[src/rtl/dmem_arbiter.sv]
// Two-requester DataMemory arbiter: fixed CPU priority with a starvation
// bound for the loader port, a registered accept stage that drives the
// memory for one cycle, and a registered per-port completion response.
module dmem_arbiter #(
  parameter int unsigned AddrWidth   = 32,
  parameter int unsigned DataWidth   = 32,
  parameter int unsigned StarveLimit = 4
) (
  input  logic                 Clk,
  input  logic                 Reset_n,
  // CPU (MEM stage) port
  input  logic                 CpuReq,
  input  logic                 CpuWrite,
  input  logic [AddrWidth-1:0] CpuAddress,
  input  logic [DataWidth-1:0] CpuWriteData,
  output logic                 CpuGnt,
  output logic                 CpuStall,
  output logic                 CpuDone,
  output logic [DataWidth-1:0] CpuReadData,
  // Loader / debug port
  input  logic                 LdReq,
  input  logic                 LdWrite,
  input  logic [AddrWidth-1:0] LdAddress,
  input  logic [DataWidth-1:0] LdWriteData,
  output logic                 LdGnt,
  output logic                 LdDone,
  output logic [DataWidth-1:0] LdReadData,
  // DataMemory side
  output logic [AddrWidth-1:0] MemAddress,
  output logic [DataWidth-1:0] MemWriteData,
  output logic                 MemWrite,
  output logic                 MemRead,
  input  logic [DataWidth-1:0] MemReadData
);

  typedef enum logic {
    OwnerCpu = 1'b0,
    OwnerLd  = 1'b1
  } owner_e;

  localparam logic [3:0] StarveMax = 4'(StarveLimit);

  logic [3:0]           starveCnt;
  logic                 ldWins;
  logic                 cpuWins;
  logic                 accValid;
  logic                 accWrite;
  owner_e               accOwner;
  logic [AddrWidth-1:0] accAddress;
  logic [DataWidth-1:0] accWriteData;

  // Arbitration: CPU first unless the loader has waited StarveLimit grants
  always_comb begin
    ldWins  = LdReq && (!CpuReq || (starveCnt == StarveMax));
    cpuWins = CpuReq && !ldWins;
  end

  assign LdGnt    = ldWins;
  assign CpuGnt   = cpuWins;
  assign CpuStall = CpuReq && !cpuWins;

  // Starvation counter: counts CPU wins while the loader is kept waiting
  always_ff @(posedge Clk or negedge Reset_n) begin
    if (!Reset_n) begin
      starveCnt <= '0;
    end else if (ldWins || !LdReq) begin
      starveCnt <= '0;
    end else if (cpuWins && (starveCnt != StarveMax)) begin
      starveCnt <= starveCnt + 4'd1;
    end
  end

  // Accept stage: latch the winning request for its single access cycle
  always_ff @(posedge Clk or negedge Reset_n) begin
    if (!Reset_n) begin
      accValid     <= 1'b0;
      accWrite     <= 1'b0;
      accOwner     <= OwnerCpu;
      accAddress   <= '0;
      accWriteData <= '0;
    end else begin
      accValid <= ldWins || cpuWins;
      if (ldWins) begin
        accWrite     <= LdWrite;
        accOwner     <= OwnerLd;
        accAddress   <= LdAddress;
        accWriteData <= LdWriteData;
      end else if (cpuWins) begin
        accWrite     <= CpuWrite;
        accOwner     <= OwnerCpu;
        accAddress   <= CpuAddress;
        accWriteData <= CpuWriteData;
      end
    end
  end

  // Access stage: memory strobes only during a valid access cycle
  always_comb begin
    MemWrite     = accValid && accWrite;
    MemRead      = accValid && !accWrite;
    MemAddress   = accValid ? accAddress : '0;
    MemWriteData = accValid ? accWriteData : '0;
  end

  // Response: one-cycle Done to the owner, read data captured on reads
  always_ff @(posedge Clk or negedge Reset_n) begin
    if (!Reset_n) begin
      CpuDone     <= 1'b0;
      LdDone      <= 1'b0;
      CpuReadData <= '0;
      LdReadData  <= '0;
    end else begin
      CpuDone <= accValid && (accOwner == OwnerCpu);
      LdDone  <= accValid && (accOwner == OwnerLd);
      if (accValid && !accWrite) begin
        if (accOwner == OwnerCpu) begin
          CpuReadData <= MemReadData;
        end else begin
          LdReadData <= MemReadData;
        end
      end
    end
  end

endmodule

[config.mk]
export PLATFORM = sky130hd
export DESIGN_NAME = dmem_arbiter
export DESIGN_NICKNAME = d
export VERILOG_FILES = /design/src/rtl/dmem_arbiter.sv
export SDC_FILE = /design/constraint.sdc
export NUM_CORES = 1
export LEC_CHECK = 0
export CELL_PAD_IN_SITES_DETAIL_PLACEMENT = 1
export CELL_PAD_IN_SITES_GLOBAL_PLACEMENT = 1
export CORE_MARGIN = 2
export CORE_UTILIZATION = 33
export CTS_CLUSTER_DIAMETER = 50
export CTS_CLUSTER_SIZE = 20
export DETAILED_ROUTE_END_ITERATION = 10
export GPL_ROUTABILITY_DRIVEN = 0
export PLACE_DENSITY = 0.91
export SLEW_MARGIN = 15
export SYNTH_ARGS = -nofsm -noshare
export SYNTH_HDL_FRONTEND = slang
export SYNTH_SLANG_ARGS = --single-unit
[constraint.sdc]
create_clock -name Clk -period 3.6 [get_ports Clk]
set_input_delay 0.9 -clock Clk [delete_from_list [all_inputs] [get_ports Clk]]
set_output_delay 0.9 -clock Clk [all_outputs]
set_load 0.05 [all_outputs]
; ---- Word-level counts from Yosys, hierarchy flattened
; Index checks and enable logic that the tools add are counted.
[word_totals]
register_bits = 137
[op_classes]
mux = 12
n_addsub = 1
n_reduce_logical = 20
bitwise = 1
n_eq_ne = 2
[op_table]
columns = operator, n
row1 = 2-to-1 mux 32 bit, 6
row2 = logical AND 1 bit, 8
row3 = 2-to-1 mux 4 bit, 2
row4 = zero test 1 bit, 5
row5 = adder 4 x 1 -> 4 bit (second input constant), 1
row6 = equality test 4 x 3 -> 1 bit (second input constant), 1
row7 = 2-to-1 mux 1 bit, 4
row8 = inequality test 4 x 3 -> 1 bit (second input constant), 1
row9 = AND reduction 2 bit, 2
row10 = nonzero test 2 bit, 2
row11 = logical OR 1 bit, 3
row12 = NOT 1 bit, 1

; ---- Logic depth before layout (Yosys ltp)
; Gate-level depths: netlist of the first run.
[depth]
word_depth = 8
depth_mapped = 7

; ---- Worst setup path after synthesis of the first run
; No wires, ideal clock.
[synth_path]
path_type = input -> output
startpoint = input LdReq
endpoint = output CpuStall
path_slack_ns = 1.034
n_path_buf = 0
cell_stages = 2
required_time_ns = 2.700
t_arrival_ns = 1.666
cell_sequence = nand4b_1 > nor2_1
[synth_via]
elab_chain_cells = 5
[synth_lines]
columns = element, line
row1 = start: declaration, 21  ; input logic LdReq,
row2 = logical AND 1 bit, 54  ; ldWins = LdReq && (!CpuReq || (starveCnt == StarveMax));
row3 = zero test 1 bit, 55  ; cpuWins = CpuReq && !ldWins;
row4 = logical AND 1 bit, 55
row5 = zero test 1 bit, 60  ; assign CpuStall = CpuReq && !cpuWins;
row6 = logical AND 1 bit, 60
row7 = end: declaration, 17  ; output logic CpuStall,
; No other way between the ends.

; ---- Final worst setup path of the first run
[layout_path]
startpoint = register accValid
endpoint = output MemWriteData[18]
[layout_via]
elab_chain_cells = 1
[layout_lines]
columns = element, line
row1 = start: declaration, 46  ; logic accValid;
row2 = start signal: assignment, 82  ; accValid <= ldWins || cpuWins;
row3 = 2-to-1 mux 32 bit, 102  ; MemWriteData = accValid ? accWriteData : '0;
row4 = end: declaration, 30  ; output logic [DataWidth-1:0] MemWriteData,
; No other way between the ends.

==> results of run 1 <==
==> worst max-delay path, cell delays in order (launching register included) <==
cell,delay [ns]
dfrtp_2,0.60
buf_12,0.25
and2_1,0.16
clkdlybuf4s50_1,0.83
==> how the worst min path moves through the flow <==
stage,to,cells past startpoint
2_1_floorplan,CpuDone,1
3_3_place_gp,CpuReadData[22],1
3_5_place_dp,CpuReadData[25],1
4_1_cts,CpuReadData[25],1
5_1_grt,LdReadData[2],1
6_report,CpuReadData[18],1
==> kinds of logic (layout without fill, tap and decap cells) <==
logic type                 count (synthesis)  after routing  share of synthesized area, %
AOI/OAI and AO/OA                         67             67                         11.14
muxes                                     64             64                         12.00
DFF                                      137            137                         57.07
buffers and inverters                     39            345                         3.791
and+or+nand+nor                          146            146                         15.29
xor gates and xnor gates                   2              2                        0.2917
adders and majority gates                  2              2                        0.4165
==> Yosys cell counts, drive strengths merged (2+ instances only) <==
library cell,count
inv,4
a221o,65
mux2,64
ha,2
and2,133
and3,4
dfrtp,137
clkbuf,15
nor2,2
nor2b,3
buf,20
==> metal layers <==
| layer | track usage (%) | vias to the layer above |
|---|---|---|
| li1 | - | 2226 |
| met1 | 24.89 | 2451 |
| met2 | 38.97 | 200 |
| met3 | 6.250 | 23 |
| met4 | 6.220 | 0 |
| met5 | 0 | - |
==> sequential cells by signal, indices dropped and copies added (netlist names) <==
name and cells:
starveCnt 4, CpuReadData 32, accValid 1, LdReadData 32, accWriteData 32, accWrite 1, CpuDone 1, LdDone 1
accOwner 1, accAddress 32
==> stage by stage <==
step / power (W) / std cells / util [%] / hold WS, ns
3_3_place_gp: 0.003988 / 961 / 51.61 / 0.4673
2_1_floorplan: 0.003183 / 457 / - / 0.4584
4_1_cts: 0.005942 / 992 / 55.03 / 0.4919
5_1_grt: 0.006104 / 992 / 55.03 / 0.5070
6_report: 0.005874 / 992 / 55.03 / 0.4703
3_5_place_dp: 0.004057 / 961 / 51.61 / 0.4776
==> where the power goes <==
part | internal, W | switching [W]
logic | 0.000823 | 0.00127
clock network | 0.00111 | 0.000734
registers | 0.00179 | 0.000146
total | 0.00372 | 0.00215
==> cell type report <==
| type | instances | share of cell area [%] |
|---|---|---|
| inverter | 4 | 0.1524 |
| clock buffer | 17 | 4.318 |
| tap | 229 | 2.908 |
| timing repair buffer | 310 | 31.81 |
| multi-input combinational | 281 | 24.09 |
| sequential | 137 | 34.81 |
| clock inverter | 14 | 1.905 |
==> impl_results.md, run 1 <==
- Routed wl met2: about 11 mm
- CP arrival: 2.26 ns
- Most common cell after layout, fill and taps aside: clkdlybuf4s50_1
- Worst slew pin tran: 0.7952 ns
- Routed wire length: 20.56 mm
- All-layer global routing usage: 21.58%
- Starting DRC count in detailed routing: between 100 and 150
- Post-synthesis cell count: 457
- Layout Nets: 919
- Final-report setup violation count: 0
- CP endpoint: MemWriteData[18]
- Via-to-Cell Ratio: 4.940
- Post-CTS Setup Inserts: 0
- Detail Route Antenna Nets: 0
- Die Wd: 138.9 µm
- FP Rows: 49
- Htree depth: 4
- Share of cells above drive strength 1: 13.76%
- Crit. End Element: output pin
- Slew margin rel.: 46.87%
- Via count: 4900
- Peak supply drop: 0.3888 mV
- CTS root buffer: clkbuf_16
- Final setup TNS: 0 ns
- Mapped Area: 0.006007 mm²
- Setup ws final: 0.4388 ns
- Initial antenna violation count: 0
- Leak pwr: roughly 4.1 nW
- Multi-input gate area: 0.002374 mm²
- Top sig layer: met4
- HPWL after DPL: 14.45 mm
- # fillers: 1815
- Fmax: 316.3 MHz
- Core Area: ~0.018 mm²
- Post_cts resized: 0
- Most area-hungry cell type in the Yosys netlist: dfrtp_1
- # IOs: 301
- Worst-path fanout max: 45
- Critical path required time: 2.70 ns
- Pin count of the biggest net entering global routing: 71
- EDFF count, synth: 0
- Pre-CTS setup slack: approximately 0.64 ns
- Type of origin of the critical path: flip-flop
- Min Tclk post-route: 3.161 ns
- Ant diodes: 0
- Die Area: 0.01930 mm²
- Syn nets: 625
- Clock slew at reported path FFs: 0.06 ns
- Slew Limit Fails: 0
- Ys flop type: dfrtp_1
- Seq/Total Area, Yosys: 57.07%
- Chip height: 138.9 µm
- Post-route clock period utilization: 87.81%
- M1 wire length: approximately 8 mm
- Vias in the first global route: 5664
- DR pass1 iterations: 4
- R2R Setup Slk: 1.33 ns
- Final non-filler cell area: ~0.0099 mm²
- PD cells: between 500 and 600 mW/mm²
- Syn avg cell area: 13.14 µm²
- WL/cell: approximately 21 µm
- Top post-synthesis cells by area: dfrtp_1 57%, and2_1 14%, a221o_1 11%
- Clock Skews: 0.01593 ns
- First-pass GRT wire length: 32.42 mm
- Yosys reg bits: 137
- RSZ-0062 raised after global routing: no
- Max Cap Viol: 0
- Critical R2R Capture: CpuReadData[9]
- CP Launch Point: accValid
- Initial core utilization: between 30 and 40%
- Hold Vio Cnt, Final: 0
- Hold-fix buffer count after cts: 0
- Layout area overhead: 64.01%
- Grt ovf: 0
- Commonest cells after routing, fill and taps aside: 296 x clkdlybuf4s50_1, 136 x dfrtp_1, 132 x and2_1
- Num CTS Buffers: 17
- HP Class: input port to asynchronous set/reset pin
- Outcome: completed
- Top cell type's share of synthesized area: 57.07%
- Routed wl met3: 1.314 mm
- Clk Latency, worst-skew pair: 0.41 ns
- Netlist cell types: 25
- Register Area: 0.003430 mm²
- Reg2reg start: accValid
- # port buffers: 300
- Synth warnings: 0
- R2R cell count: 4
- Placed Instance Area: 0.009239 mm²
- Drt drc: 0
- TritonCTS Sinks: around 140
- CTS tree: yes
- Fraction of registers with async set/reset: 100.0%
- Critical path class: flip-flop to output pin
- Clock buffer depth: 2
(Power assumes the default switching activity.)
==> run 2: changes to the inputs <==
Settings changed: CORE_UTILIZATION 33 to 28, GPL_TIMING_DRIVEN set to 0, PLACE_DENSITY 0.91 to 0.83.
Clock period 3.6 ns to 2.6 ns, I/O delays scaled along.
==> run 2 against run 1 <==
  * Flip-flop and latch count is the same
  * Clock power grew 39%
  * First-iteration DRC count shrank 2.3%
  * Total power grew 37%
  * Highest routed layer unchanged
==> impl_results.md, run 2 (same netlist as run 1, synthesis figures left out) <==
- Detail Route Antenna Nets: 0 (unchanged)
- RSZ-0062 raised after global routing: no
- DR pass1 iterations: 4 (unchanged)
- Outcome: completed
- All-layer global routing usage: 18.49% (-3.1 points)
- Slowest CP cell: dfrtp_1
- Critical path class: flip-flop to output pin
- Min Tclk post-route: 2.457 ns
- Routed wl met3: 1.406 mm (+7.0%)
- CTS root buffer: clkbuf_16
- PD cells: 818.6 mW/mm² (+37%)
- R2R Setup Slk: 0.74 ns (-0.59 ns)
- Commonest cells after routing, fill and taps aside: 228 x clkdlybuf4s50_1, 137 x dfrtp_1, 132 x and2_1
- CP cell instances: inv_1 > ha_1 > nand3b_1 > a21boi_2 > buf_4 > buf_4
- Critical path required time: 1.95 ns (-0.75 ns)
- HP Class: input port to asynchronous set/reset pin
- Largest delay contributor family on the critical path: buffers and inverters
- # port buffers: 300 (unchanged)
- Num CTS Buffers: 17 (unchanged)
- Grt ovf: 0 (unchanged)
- Drt drc: 0 (unchanged)
- Via-to-Cell Ratio: 4.640 (-6.1%)
- Final non-filler cell area: 0.009811 mm² (-0.42%)
- CP arrival: 1.81 ns (-0.45 ns)
- Type of origin of the critical path: flip-flop
- TritonCTS Sinks: 137 (unchanged)
- Reg2reg start: starveCnt[0]
- Crit-path most repeated cell: buf_4
- # fillers: 2235 (+23%)
- WL/cell: 19.31 µm (-6.9%)
- Layout Nets: 945 (+2.8%)
- Share of cells above drive strength 1: 21.27% (+7.5 points)
- Crit. End Element: output pin
- CTS tree: yes
- Total Power: 0.008031 W (+37%)
- Placed Instance Area: 0.009387 mm² (+1.6%)
- Clock slew at reported path FFs: 0.06 ns (about the same)
- Pin count of the biggest net entering global routing: 81 (+14%)
- Hold Vio Cnt, Final: 0 (unchanged)
- Worst slew pin tran: 0.5510 ns (-0.2443 ns)
- Most common cell after layout, fill and taps aside: clkdlybuf4s50_1
- Post-route clock period utilization: between 90% and 100%
- Initial core utilization: 28.58% (-5.0 points)
- Final-report setup violation count: 0 (unchanged)
- Multi-input gate area: 0.002351 mm² (-0.95%)
- Clk Latency, worst-skew pair: 0.41 ns (about the same)
- Layout area overhead: 63.32%
- Chip height: 150.5 µm (+8.3%)
- Ant diodes: 0 (unchanged)
- Fmax: roughly 400 MHz
- Starting DRC count in detailed routing: 125 (-2.3%)
- Crit path depth: 6 (+3)
- R2R cell count: 7 (+3)
- Slew Limit Fails: 0 (unchanged)
- Critical R2R Capture: accAddress[20]
- M1 wire length: 8.244 mm (+2.6%)
- Peak supply drop: 0.3761 mV (-3.3%)
- HPWL after DPL: 15.62 mm (+8.1%)
- Core Area: 0.02102 mm² (+17%)
- Routed wl met2: 10.54 mm (-3.1%)
- # IOs: 301 (unchanged)
- Worst-path fanout max: 10 (-78%)
- Max Cap Viol: 0 (unchanged)
- Initial antenna violation count: 0 (unchanged)
- Top sig layer: met4
- Worst hold slack: 0.1589 ns (-0.3114 ns)
- Crit path buffers/inverters: 3 (+1)
- Register Area: 0.003428 mm² (about the same)
- Die Area: 0.02264 mm² (+17%)
- Clock buffer depth: 2 (unchanged)
- Slowest Stage Delay on Critical Path: 0.40 ns (-0.43 ns)
- Slew margin rel.: 63.21% (+16 points)
- Vias in the first global route: 5614 (-0.88%)
- Clock Skews: 0.008656 ns (-0.007270 ns)
- Via count: 4942 (+0.86%)
- Final setup TNS: 0 ns (unchanged)
- FP Rows: 53 (+8.2%)
- First-pass GRT wire length: 31.57 mm (-2.6%)
- Leak pwr: 4.268 nW (+4.1%)
- Die Wd: 150.5 µm (+8.3%)
- Routed wire length: 20.56 mm (about the same)
- Htree depth: 4 (unchanged)
## run 2: cell types whose count changed in the layout (fill, tap and decap cells not counted), moves of 2 or more
cell / before / now
buf_12: 5 / 0
buf_2: 0 / 36
buf_6: 1 / 8
clkbuf_1: 0 / 10
clkbuf_2: 0 / 15
clkdlybuf4s15_2: 0 / 11
clkdlybuf4s50_1: 296 / 228
dlygate4sd2_1: 0 / 15
dlymetal6s2s_1: 0 / 2
## run 2: per-layer routing
| layer | track usage [%] | vias to the layer above |
|---|---|---|
| met5 | 0 | - |
| met4 | 5.283 | 0 |
| met3 | 5.879 | 22 |
| met2 | 32.48 | 196 |
| met1 | 21.58 | 2448 |
| li1 | - | 2276 |
## run 2: worst reg2reg max path, stage by stage, from the launching register on
cell and delay [ns]:
dfrtp_1 0.40, inv_1 0.08, ha_1 0.18, nand3b_1 0.11, a21boi_2 0.20, buf_4 0.14
clkbuf_1 0.43, a221o_1 0.26
## run 2: report_power, final
| group | leakage [nW] | switching, W | internal [W] |
|---|---|---|---|
| Combinational | 2.34 | 0.00175 | 0.00108 |
| Sequential | 1.64 | 0.000176 | 0.00248 |
| Clock | 0.296 | 0.00102 | 0.00154 |
## run 2: worst max path at each step
stage	start	endpoint	slack, ns
finish	starveCnt[0]	LdGnt	0.14
global route	starveCnt[0]	LdGnt	0.003
CTS	accValid	MemRead	0.008
detailed placement	LdReq	LdGnt	-0.66
global placement	Reset_n	accAddress[6]	-4.89
floorplan	LdReq	CpuStall	0.53
## run 2: stage by stage
step	setup slack, ns	std cells	util (%)
global route	0.003382	1065	46.67
global placement	-4.889	1032	44.50
detailed placement	-0.6631	1033	44.65
finish	0.1428	1065	46.67
CTS	0.008065	1065	47.69
floorplan	0.5339	457	-
## run 2: layout make-up
cell class	instances	share of cell area, %
clock buffer	18	4.374
multi-input combinational	281	23.96
buffer	34	2.245
tap	275	3.507
clock inverter	14	1.888
sequential	137	34.94
inverter	4	0.1530
timing repair buffer	302	28.92
## run 2: repair_timing
action | in CTS | in global routing
gates cloned | 0 | 0
hold buffers | 0 | 0
resized for setup | 168 | 85
hold endpoints to repair | 0 | 0
pin swaps | 0 | 1
setup buffers | 0 | 1
setup endpoints to repair | 68 | 46
